===== src/rtl/alu_sequencer_if.sv =====
// Bundle of requester, ALU and response signals shared between the sequencer and its environment.
// Latency: none, wires only.
// Backpressure: valid/ready on both request channels and on the response channel.
interface alu_sequencer_if #(
    parameter int W = 32
);
    logic         req0_valid;
    logic         req0_ready;
    logic [2:0]   req0_op;
    logic [W-1:0] req0_a;
    logic [W-1:0] req0_b;

    logic         req1_valid;
    logic         req1_ready;
    logic [2:0]   req1_op;
    logic [W-1:0] req1_a;
    logic [W-1:0] req1_b;

    logic [W-1:0] alu_a;
    logic [W-1:0] alu_b;
    logic [2:0]   alu_sel;
    logic         alu_enable;
    logic [W-1:0] alu_salida;

    logic         rsp_valid;
    logic         rsp_ready;
    logic         rsp_id;
    logic [W-1:0] rsp_data;
    logic         rsp_err;

    // Sequencer side
    modport slave (
        input  req0_valid, req0_op, req0_a, req0_b,
        input  req1_valid, req1_op, req1_a, req1_b,
        input  alu_salida, rsp_ready,
        output req0_ready, req1_ready,
        output alu_a, alu_b, alu_sel, alu_enable,
        output rsp_valid, rsp_id, rsp_data, rsp_err
    );

    // Requesters, ALU and response consumer side
    modport master (
        output req0_valid, req0_op, req0_a, req0_b,
        output req1_valid, req1_op, req1_a, req1_b,
        output alu_salida, rsp_ready,
        input  req0_ready, req1_ready,
        input  alu_a, alu_b, alu_sel, alu_enable,
        input  rsp_valid, rsp_id, rsp_data, rsp_err
    );
endinterface


===== src/rtl/alu_sequencer.sv =====
// Round-robin scheduler sharing one external ALU between two requesters, result returned with requester ID.
// Latency: response valid L+1 cycles after accept (L = LAT, or MUL_LAT for sel 111); illegal op after 1 cycle.
// Backpressure: one command in flight; both request readys stay low until the response is taken.
module alu_sequencer #(
    parameter int W       = 32,
    parameter int LAT     = 1,
    parameter int MUL_LAT = 2
) (
    input  logic           clk,
    input  logic           rst,
    alu_sequencer_if.slave bus
);
    localparam int MAXL = (LAT > MUL_LAT) ? LAT : MUL_LAT;
    localparam int CW   = (MAXL > 1) ? $clog2(MAXL) : 1;
    localparam logic [CW-1:0] LAT_M1 = CW'(LAT - 1);
    localparam logic [CW-1:0] MUL_M1 = CW'(MUL_LAT - 1);

    typedef enum logic [1:0] {IDLE, EXEC, DONE} state_t;

    state_t       state_q;
    state_t       state_d;
    logic         rr_q;
    logic [CW-1:0] cnt_q;
    logic [W-1:0] a_q;
    logic [W-1:0] b_q;
    logic [2:0]   sel_q;
    logic         id_q;
    logic [W-1:0] data_q;
    logic         err_q;

    logic         grant_id;
    logic         any_valid;
    logic         hs;
    logic [2:0]   win_op;
    logic [W-1:0] win_a;
    logic [W-1:0] win_b;
    logic         win_legal;

    // Pick the winner: a lone valid requester wins, a tie goes to the round-robin pointer
    always_comb begin
        grant_id = rr_q;
        if (bus.req0_valid && !bus.req1_valid) begin
            grant_id = 1'b0;
        end else if (bus.req1_valid && !bus.req0_valid) begin
            grant_id = 1'b1;
        end
    end

    assign any_valid      = bus.req0_valid || bus.req1_valid;
    assign bus.req0_ready = !rst && (state_q == IDLE) && any_valid && !grant_id;
    assign bus.req1_ready = !rst && (state_q == IDLE) && any_valid && grant_id;
    assign hs             = bus.req0_ready || bus.req1_ready;

    assign win_op    = grant_id ? bus.req1_op : bus.req0_op;
    assign win_a     = grant_id ? bus.req1_a  : bus.req0_a;
    assign win_b     = grant_id ? bus.req1_b  : bus.req0_b;
    assign win_legal = !((win_op == 3'b101) || (win_op == 3'b110));

    // Next-state logic: illegal ops skip the ALU and go straight to the response
    always_comb begin
        state_d = state_q;
        case (state_q)
            IDLE:    if (hs) state_d = win_legal ? EXEC : DONE;
            EXEC:    if (cnt_q == '0) state_d = DONE;
            DONE:    if (bus.rsp_ready) state_d = IDLE;
            default: state_d = IDLE;
        endcase
    end

    // State register
    always_ff @(posedge clk) begin
        if (rst) state_q <= IDLE;
        else     state_q <= state_d;
    end

    // Command capture on accept, cycle counting and result capture on the last EXEC cycle
    always_ff @(posedge clk) begin
        if (rst) begin
            rr_q   <= 1'b0;
            cnt_q  <= '0;
            a_q    <= '0;
            b_q    <= '0;
            sel_q  <= '0;
            id_q   <= 1'b0;
            data_q <= '0;
            err_q  <= 1'b0;
        end else begin
            if (state_q == IDLE && hs) begin
                a_q   <= win_a;
                b_q   <= win_b;
                sel_q <= win_op;
                id_q  <= grant_id;
                rr_q  <= ~grant_id;
                cnt_q <= (win_op == 3'b111) ? MUL_M1 : LAT_M1;
                if (!win_legal) begin
                    err_q  <= 1'b1;
                    data_q <= '0;
                end
            end else if (state_q == EXEC) begin
                if (cnt_q == '0) begin
                    data_q <= bus.alu_salida;
                    err_q  <= 1'b0;
                end else begin
                    cnt_q <= cnt_q - 1'b1;
                end
            end
        end
    end

    assign bus.alu_a      = a_q;
    assign bus.alu_b      = b_q;
    assign bus.alu_sel    = sel_q;
    assign bus.alu_enable = (state_q == EXEC);
    assign bus.rsp_valid  = (state_q == DONE);
    assign bus.rsp_id     = id_q;
    assign bus.rsp_data   = data_q;
    assign bus.rsp_err    = err_q;
endmodule

===== src/flat_wrapper.sv =====
// flat-port wrapper written by rule: the top's interface ports become plain ports
module alu_sequencer_flat 
#(
    parameter int W       = 32,
    parameter int LAT     = 1,
    parameter int MUL_LAT = 2
)
  (clk, rst, bus_req0_valid, bus_req0_op, bus_req0_a, bus_req0_b, bus_req1_valid, bus_req1_op, bus_req1_a, bus_req1_b, bus_alu_salida, bus_rsp_ready, bus_req0_ready, bus_req1_ready, bus_alu_a, bus_alu_b, bus_alu_sel, bus_alu_enable, bus_rsp_valid, bus_rsp_id, bus_rsp_data, bus_rsp_err);
  alu_sequencer_if #(.W(W)) bus_i ();
  input  logic clk;
  input  logic rst;
  input wire logic [$bits(bus_i.req0_valid)-1:0] bus_req0_valid;
  input wire logic [$bits(bus_i.req0_op)-1:0] bus_req0_op;
  input wire logic [$bits(bus_i.req0_a)-1:0] bus_req0_a;
  input wire logic [$bits(bus_i.req0_b)-1:0] bus_req0_b;
  input wire logic [$bits(bus_i.req1_valid)-1:0] bus_req1_valid;
  input wire logic [$bits(bus_i.req1_op)-1:0] bus_req1_op;
  input wire logic [$bits(bus_i.req1_a)-1:0] bus_req1_a;
  input wire logic [$bits(bus_i.req1_b)-1:0] bus_req1_b;
  input wire logic [$bits(bus_i.alu_salida)-1:0] bus_alu_salida;
  input wire logic [$bits(bus_i.rsp_ready)-1:0] bus_rsp_ready;
  output wire logic [$bits(bus_i.req0_ready)-1:0] bus_req0_ready;
  output wire logic [$bits(bus_i.req1_ready)-1:0] bus_req1_ready;
  output wire logic [$bits(bus_i.alu_a)-1:0] bus_alu_a;
  output wire logic [$bits(bus_i.alu_b)-1:0] bus_alu_b;
  output wire logic [$bits(bus_i.alu_sel)-1:0] bus_alu_sel;
  output wire logic [$bits(bus_i.alu_enable)-1:0] bus_alu_enable;
  output wire logic [$bits(bus_i.rsp_valid)-1:0] bus_rsp_valid;
  output wire logic [$bits(bus_i.rsp_id)-1:0] bus_rsp_id;
  output wire logic [$bits(bus_i.rsp_data)-1:0] bus_rsp_data;
  output wire logic [$bits(bus_i.rsp_err)-1:0] bus_rsp_err;
  assign bus_i.req0_valid = bus_req0_valid;
  assign bus_i.req0_op = bus_req0_op;
  assign bus_i.req0_a = bus_req0_a;
  assign bus_i.req0_b = bus_req0_b;
  assign bus_i.req1_valid = bus_req1_valid;
  assign bus_i.req1_op = bus_req1_op;
  assign bus_i.req1_a = bus_req1_a;
  assign bus_i.req1_b = bus_req1_b;
  assign bus_i.alu_salida = bus_alu_salida;
  assign bus_i.rsp_ready = bus_rsp_ready;
  assign bus_req0_ready = bus_i.req0_ready;
  assign bus_req1_ready = bus_i.req1_ready;
  assign bus_alu_a = bus_i.alu_a;
  assign bus_alu_b = bus_i.alu_b;
  assign bus_alu_sel = bus_i.alu_sel;
  assign bus_alu_enable = bus_i.alu_enable;
  assign bus_rsp_valid = bus_i.rsp_valid;
  assign bus_rsp_id = bus_i.rsp_id;
  assign bus_rsp_data = bus_i.rsp_data;
  assign bus_rsp_err = bus_i.rsp_err;
  alu_sequencer #(.W(W), .LAT(LAT), .MUL_LAT(MUL_LAT)) u_core (.clk(clk), .rst(rst), .bus(bus_i));
endmodule

===== config.mk =====
export PLATFORM = sky130hd
export DESIGN_NAME = alu_sequencer_flat
export DESIGN_NICKNAME = d
export VERILOG_FILES = /design/src/rtl/alu_sequencer_if.sv /design/src/rtl/alu_sequencer.sv /design/src/flat_wrapper.sv
export SDC_FILE = /design/constraint.sdc
export NUM_CORES = 1
export LEC_CHECK = 0
export BUFFER_PORTS_ARGS = -buffer_cell sky130_fd_sc_hd__buf_2
export CAP_MARGIN = 30
export CORE_AREA = 2 2 107 109
export CTS_CLUSTER_SIZE = 14
export DETAILED_ROUTE_END_ITERATION = 16
export DIE_AREA = 0 0 109 111
export PLACE_DENSITY = 0.79
export SKIP_LAST_GASP = 1
export SLEW_MARGIN = 20
export SYNTH_ARGS = -nofsm -noshare
export SYNTH_HDL_FRONTEND = slang
export SYNTH_SLANG_ARGS = --single-unit

===== constraint.sdc =====
create_clock -name clk -period 3.2 [get_ports clk]
set_input_delay 0 -clock clk [delete_from_list [all_inputs] [get_ports clk]]
set_output_delay 0 -clock clk [all_outputs]
set_load 0.01 [all_outputs]

# --- Word level (Yosys, flattened, before mapping) ---
# Index checks and enable logic that the tools add are counted.
# W data, S select, Z words.
word_totals:
  register_bits: 105
  input_bits: 171
classes:
  add_sub_neg: 1
  eq_ne: 10
  mux: 22
  bitwise: 1
  n_reduce_logical: 18
op_table:
  columns: ["operator", "count"]
  rows:
  - ["$mux W32", 6]
  - ["$mux W1", 10]
  - ["$eq A3 B3 Y1 const B", 3]
  - ["$mux W2", 4]
  - ["$logic_and A1 B1 Y1", 7]
  - ["$ne A2 B2 Y1 const B", 3]
  - ["$pmux W2 S3", 1]
  - ["$reduce_and A3 Y1", 2]
  - ["$logic_not A1 Y1", 4]
  - ["$ne A2 B1 Y1 const B", 2]
  - ["$logic_or A1 B1 Y1", 3]
  - ["$mux W3", 1]
  - ["$eq A2 B1 Y1 const B", 1]
  - ["$eq A2 B2 Y1 const B", 1]
  - ["$logic_not A2 Y1", 1]
  - ["$reduce_bool A2 Y1", 1]
  - ["$not A1 Y1", 1]
  - ["$sub A1 B1 Y1 const B", 1]

# --- Logic depth before layout (Yosys ltp) ---
depth:
  word_depth: 10
  depth_mapped: 7

# --- Least setup slack after synthesis ---
# OpenSTA, ideal clock, no wires.
synth_timing:
  path_type: "reg-to-reg"
  start: "reg u_core.state_q[1]"
  end: "reg u_core.cnt_q"
  t_arrival_ns: 1.621
  slack_ns: 1.509
  path_stages_with_launch: 6
  n_path_buf: 1
  path_cell_list: "dfxtp_1 > or3_1 > buf_6 > or3_4 > or3_1 > a21oi_1"
synth_between:
  elab_chain_cells: 7
  elab_cells_between_ends: 10
  classes_between: "1 x eq/ne; 1 x mux; 8 x reduce/logical"
synth_lines:
  columns: ["item", "line", "text"]
  rows:
  - ["start, declared", "alu_sequencer.sv:20", "state_t state_q;"]
  - ["start signal, assigned", "alu_sequencer.sv:73", "else state_q <= state_d;"]
  - ["$logic_not A2 Y1", "alu_sequencer.sv:50, alu_sequencer.sv:51, alu_sequencer.sv:88", null]
  - ["$logic_and A1 B1 Y1 (2 in a row)", "alu_sequencer.sv:50, alu_sequencer.sv:51", null]
  - ["$logic_and A1 B1 Y1, on equally long branches", "alu_sequencer.sv:50, alu_sequencer.sv:51", null]
  - ["$logic_or A1 B1 Y1", "alu_sequencer.sv:52", "assign hs = bus.req0_ready || bus.req1_ready;"]
  - ["$logic_and A1 B1 Y1", "alu_sequencer.sv:88", "if (state_q == IDLE && hs) begin"]
  - ["$mux W1 or $reduce_bool A2 Y1 (tied branches)", null, null]
  - ["end signal, assigned", "alu_sequencer.sv:94", "cnt_q <= (win_op == 3'b111) ? MUL_M1 : LAT_M1;"]
  - ["end signal, assigned", "alu_sequencer.sv:104", "cnt_q <= cnt_q - 1'b1;"]
  - ["end, declared", "alu_sequencer.sv:23", "logic [CW-1:0] cnt_q;"]
# Several ways; a longest one is shown, not always the timed one.
# A chain may end at the register's enable or synchronous reset.

# --- Final worst setup path ---
layout_timing:
  start: "reg u_core.rr_q"
  end: "reg u_core.a_q[9], in the netlist u_core.bus.alu_a[9]"
layout_between:
  elab_chain_cells: 6
  elab_cells_between_ends: 8
  classes_between: "3 x mux; 5 x reduce/logical"
layout_lines:
  columns: ["item", "line", "text"]
  rows:
  - ["start, declared", "alu_sequencer.sv:22", "logic rr_q;"]
  - ["start signal, assigned", "alu_sequencer.sv:93", "rr_q <= ~grant_id;"]
  - ["$mux W1 *", "alu_sequencer.sv:44", "end else if (bus.req1_valid && !bus.req0_valid) begin"]
  - ["$mux W1 *", "alu_sequencer.sv:42", "if (bus.req0_valid && !bus.req1_valid) begin"]
  - ["$logic_not A1 Y1", "alu_sequencer.sv:50", "assign bus.req0_ready = !rst && (state_q == IDLE) && any_valid && !grant_id;"]
  - ["$logic_and A1 B1 Y1", "alu_sequencer.sv:50", null]
  - ["$logic_or A1 B1 Y1", "alu_sequencer.sv:52", null]
  - ["$logic_and A1 B1 Y1", "alu_sequencer.sv:88", null]
  - ["end signal, assigned", "alu_sequencer.sv:89", "a_q <= win_a;"]
  - ["end, declared", "alu_sequencer.sv:24", "logic [W-1:0] a_q;"]
# Mark *: on every way between the ends. The rest lies on a longest branch, timed or not.

==> run metrics <==
Slew Viols, Final=0; vias in the first global route=4662; worst vdd ir=0.000359 V; crit path cell chain=a21o_4 -> buf_4 -> mux2i_1 -> dlygate4sd3_1 -> a211oi_1; GRT Overall Usage=23.5%; Synth area leader=dfxtp_1; first-pass GRT wire length=22300 µm; clk_skew=0.00538 ns; DR DRC count=0; Cells after Synth=426; outcome=finished clean; H-tree Lvls=3; Core Area=11100 µm²; Setup Buffers After CTS=0; clock sink total=105; post-route ant nets=0; internal power=0.00296 W; cts bufs inserted=9; gr ovfl total=0; Slew headroom=41.9%; Slowest-stage cell, CP=buf_4; Lkg Pwr=3.41 nW; startpoint types=flop; routability cong.=0.910; clock transition at the registers of the reported paths=0.07 ns; Max stage delay on crit path=0.60 ns; synth warn=0; Max Root-Sink Buffers=2; sequential share of the synthesized area=48.1%; hpwl dp=9150 µm; die area=12100 µm²; # IOs=276; Top delay family on crit path=buffers and inverters; worst slew pin tran=0.867 ns; via count=4711; type of destination of the critical path=flop; initial antenna violation count=0; Logic pwr share=33.2%; unrepaired setup endpoints after global routing=no; setup total negative slack=0 ns; mean post-synth cell area=10.3 µm²; largest net degree at the start of global routing=89; Final #Nets=947; layout cells sized above 1=39.1%; final worst path period need=2.76 ns; Post-CTS Resized=0; wire per inst=15.8 µm; Initial DRC Count=411; vias per cell=5.10; Sw Share=31.8%; initial core utilization=39.4%; Die Y=111 µm; synth unique cells=36; Area contributors post-synth=dfxtp_1, mux2i_1, a211oi_1; Switching Power=0.00138 W; Clock power frac=28.0%; First-pass DRT Iterations=4; Root Buffer=clkbuf_16; Post-Syn Nets=597; Worst Setup Path Type=flop to flop; port buffer count=275; Synth top area share=48.1%; final setup vio count=0; TritonCTS clock tree=built; WP data required=3.45 ns; hold crit path type=primary input to flop; Routed WL=14600 µm; Layout area overhead=62.3%; Die X=109 µm; Max Cap Viol=0; CP bufs+invs=2; ANT cells=0; FMAX=0.362 GHz; CP max FO=37; Worst Path Arrival=3.01 ns; clk_lat worst skew=0.35 ns; total power=0.00434 W; #FFs+latches synth=105; site row count=39; pwr dens=612 nW/µm²; CTS Hold Bufs=99; Final Cycle Share=86.3%; Final Hold Viols=0; Syn Std Cell Area=4370 µm²; register share of total power=38.8%
-- path summary, 6_finish.rpt --
kind,startpoint,endpoint,slack (ns),cells after the start
setup / recovery,u_core.rr_q,u_core.bus.alu_a[9],0.44,5
hold / removal,bus_req0_a[23],u_core.bus.alu_a[23],0.003,3
setup reg to reg,u_core.rr_q,u_core.bus.alu_a[9],0.44,5
hold reg to reg,u_core.bus.alu_sel[2],u_core.bus.alu_sel[2],0.45,2
-- cells by family (layout without fill, tap and decap cells) --
logic type             count (synthesis)  in the layout  share of synthesized area, %
multiplexers                          66             66                          15.2
flip-flops                           105            105                          48.1
buffers and inverters                 44            398                          5.33
AO/OA/AOI/OAI                        116            116                          22.0
AND/OR/NAND/NOR                       95             95                          9.40
-- placed cells by master (no fill, tap or decap), drive strengths merged, types with 4 or more instances in the layout --
master       netlist  final
a211oi            67     67
a21oi              7      7
a32o              32     32
buf               13    281
clkbuf            27     13
dfxtp            105    105
dlygate4sd3        0     99
mux2i             65     65
nand2              9      9
nand2b             4      4
nor2              68     68
-- per-stage QoR --
step | area, µm² | utilization, % | setup WS [ns] | cells | hold WS [ns]
6_report | 7090 | 64.0 | 0.438 | 923 | 0.00324
5_1_grt | 7090 | 64.0 | 0.300 | 923 | 0.00235
4_1_cts | 7090 | 64.0 | 0.564 | 923 | 0.000201
3_5_place_dp | 5760 | 52.0 | 1.07 | 809 | 0.212
3_3_place_gp | 5760 | 52.0 | 1.20 | 809 | 0.206
2_1_floorplan | 4370 | - | 1.51 | 426 | 0.122
-- metal layers --
metal | track usage, % | up-vias | wire, µm
met5 | 0 | - | 0
met4 | 12.4 | 0 | 476
met3 | 6.47 | 38 | 1220
met2 | 42.9 | 210 | 7440
met1 | 23.6 | 2164 | 5470
li1 | - | 2299 | -
-- sequential cells by signal (all words and copies together) (netlist names) --
name and count:
u_core.bus.alu_a 32, u_core.bus.alu_b 32, u_core.bus.alu_sel 3, u_core.bus.rsp_data 32
u_core.bus.rsp_err 1, u_core.bus.rsp_id 1, u_core.cnt_q 1, u_core.rr_q 1
u_core.state_q 2
-- worst reg2reg max path: stages (launching register included) --
cell	delay [ns]
dfxtp_1	0.43
a21o_4	0.54
buf_4	0.60
mux2i_1	0.21
dlygate4sd3_1	0.60
a211oi_1	0.29
-- layout make-up --
cell class,instances,area [µm²]
clock buffers,13,270
fillers,832,3990
repair buffers,380,2410
well taps,143,179
flip-flops and latches,105,2100
multi-input cells,277,2050
clock inverters,2,60.1
inverters,3,11.3
-- synth_stat cells --
library cell,count
dfxtp_1,105
nor2_1,68
a211oi_1,66
mux2i_1,65
a32o_1,32
clkbuf_1,26
nand2_1,9
a21oi_1,7
buf_2,6
buf_6,5
nand2b_1,4
inv_1,3
nor2b_1,3
buf_4,2
nor3_1,2
nor3b_1,2
or3_1,2
a2111oi_0,1
a211o_1,1
a211oi_2,1
a21o_1,1
a221oi_1,1
a22o_1,1
a31o_2,1
a31oi_1,1
and2b_1,1
clkbuf_8,1
dlygate4sd1_1,1
mux2_2,1
nand3_1,1
nor3_2,1
o211a_1,1
o211ai_4,1
o21a_1,1
or2_2,1
or3_4,1
-- power groups by stage --
stage                     sequential [W]  combinational (W)  clock, W
after detailed placement         0.00170            0.00128         0
after global placement           0.00170            0.00123         0
after floorplan                  0.00181           0.000707         0
final                            0.00168            0.00144   0.00121
after global routing             0.00171            0.00156   0.00127
after CTS                        0.00168            0.00142   0.00124
(Power assumes the default switching activity.)
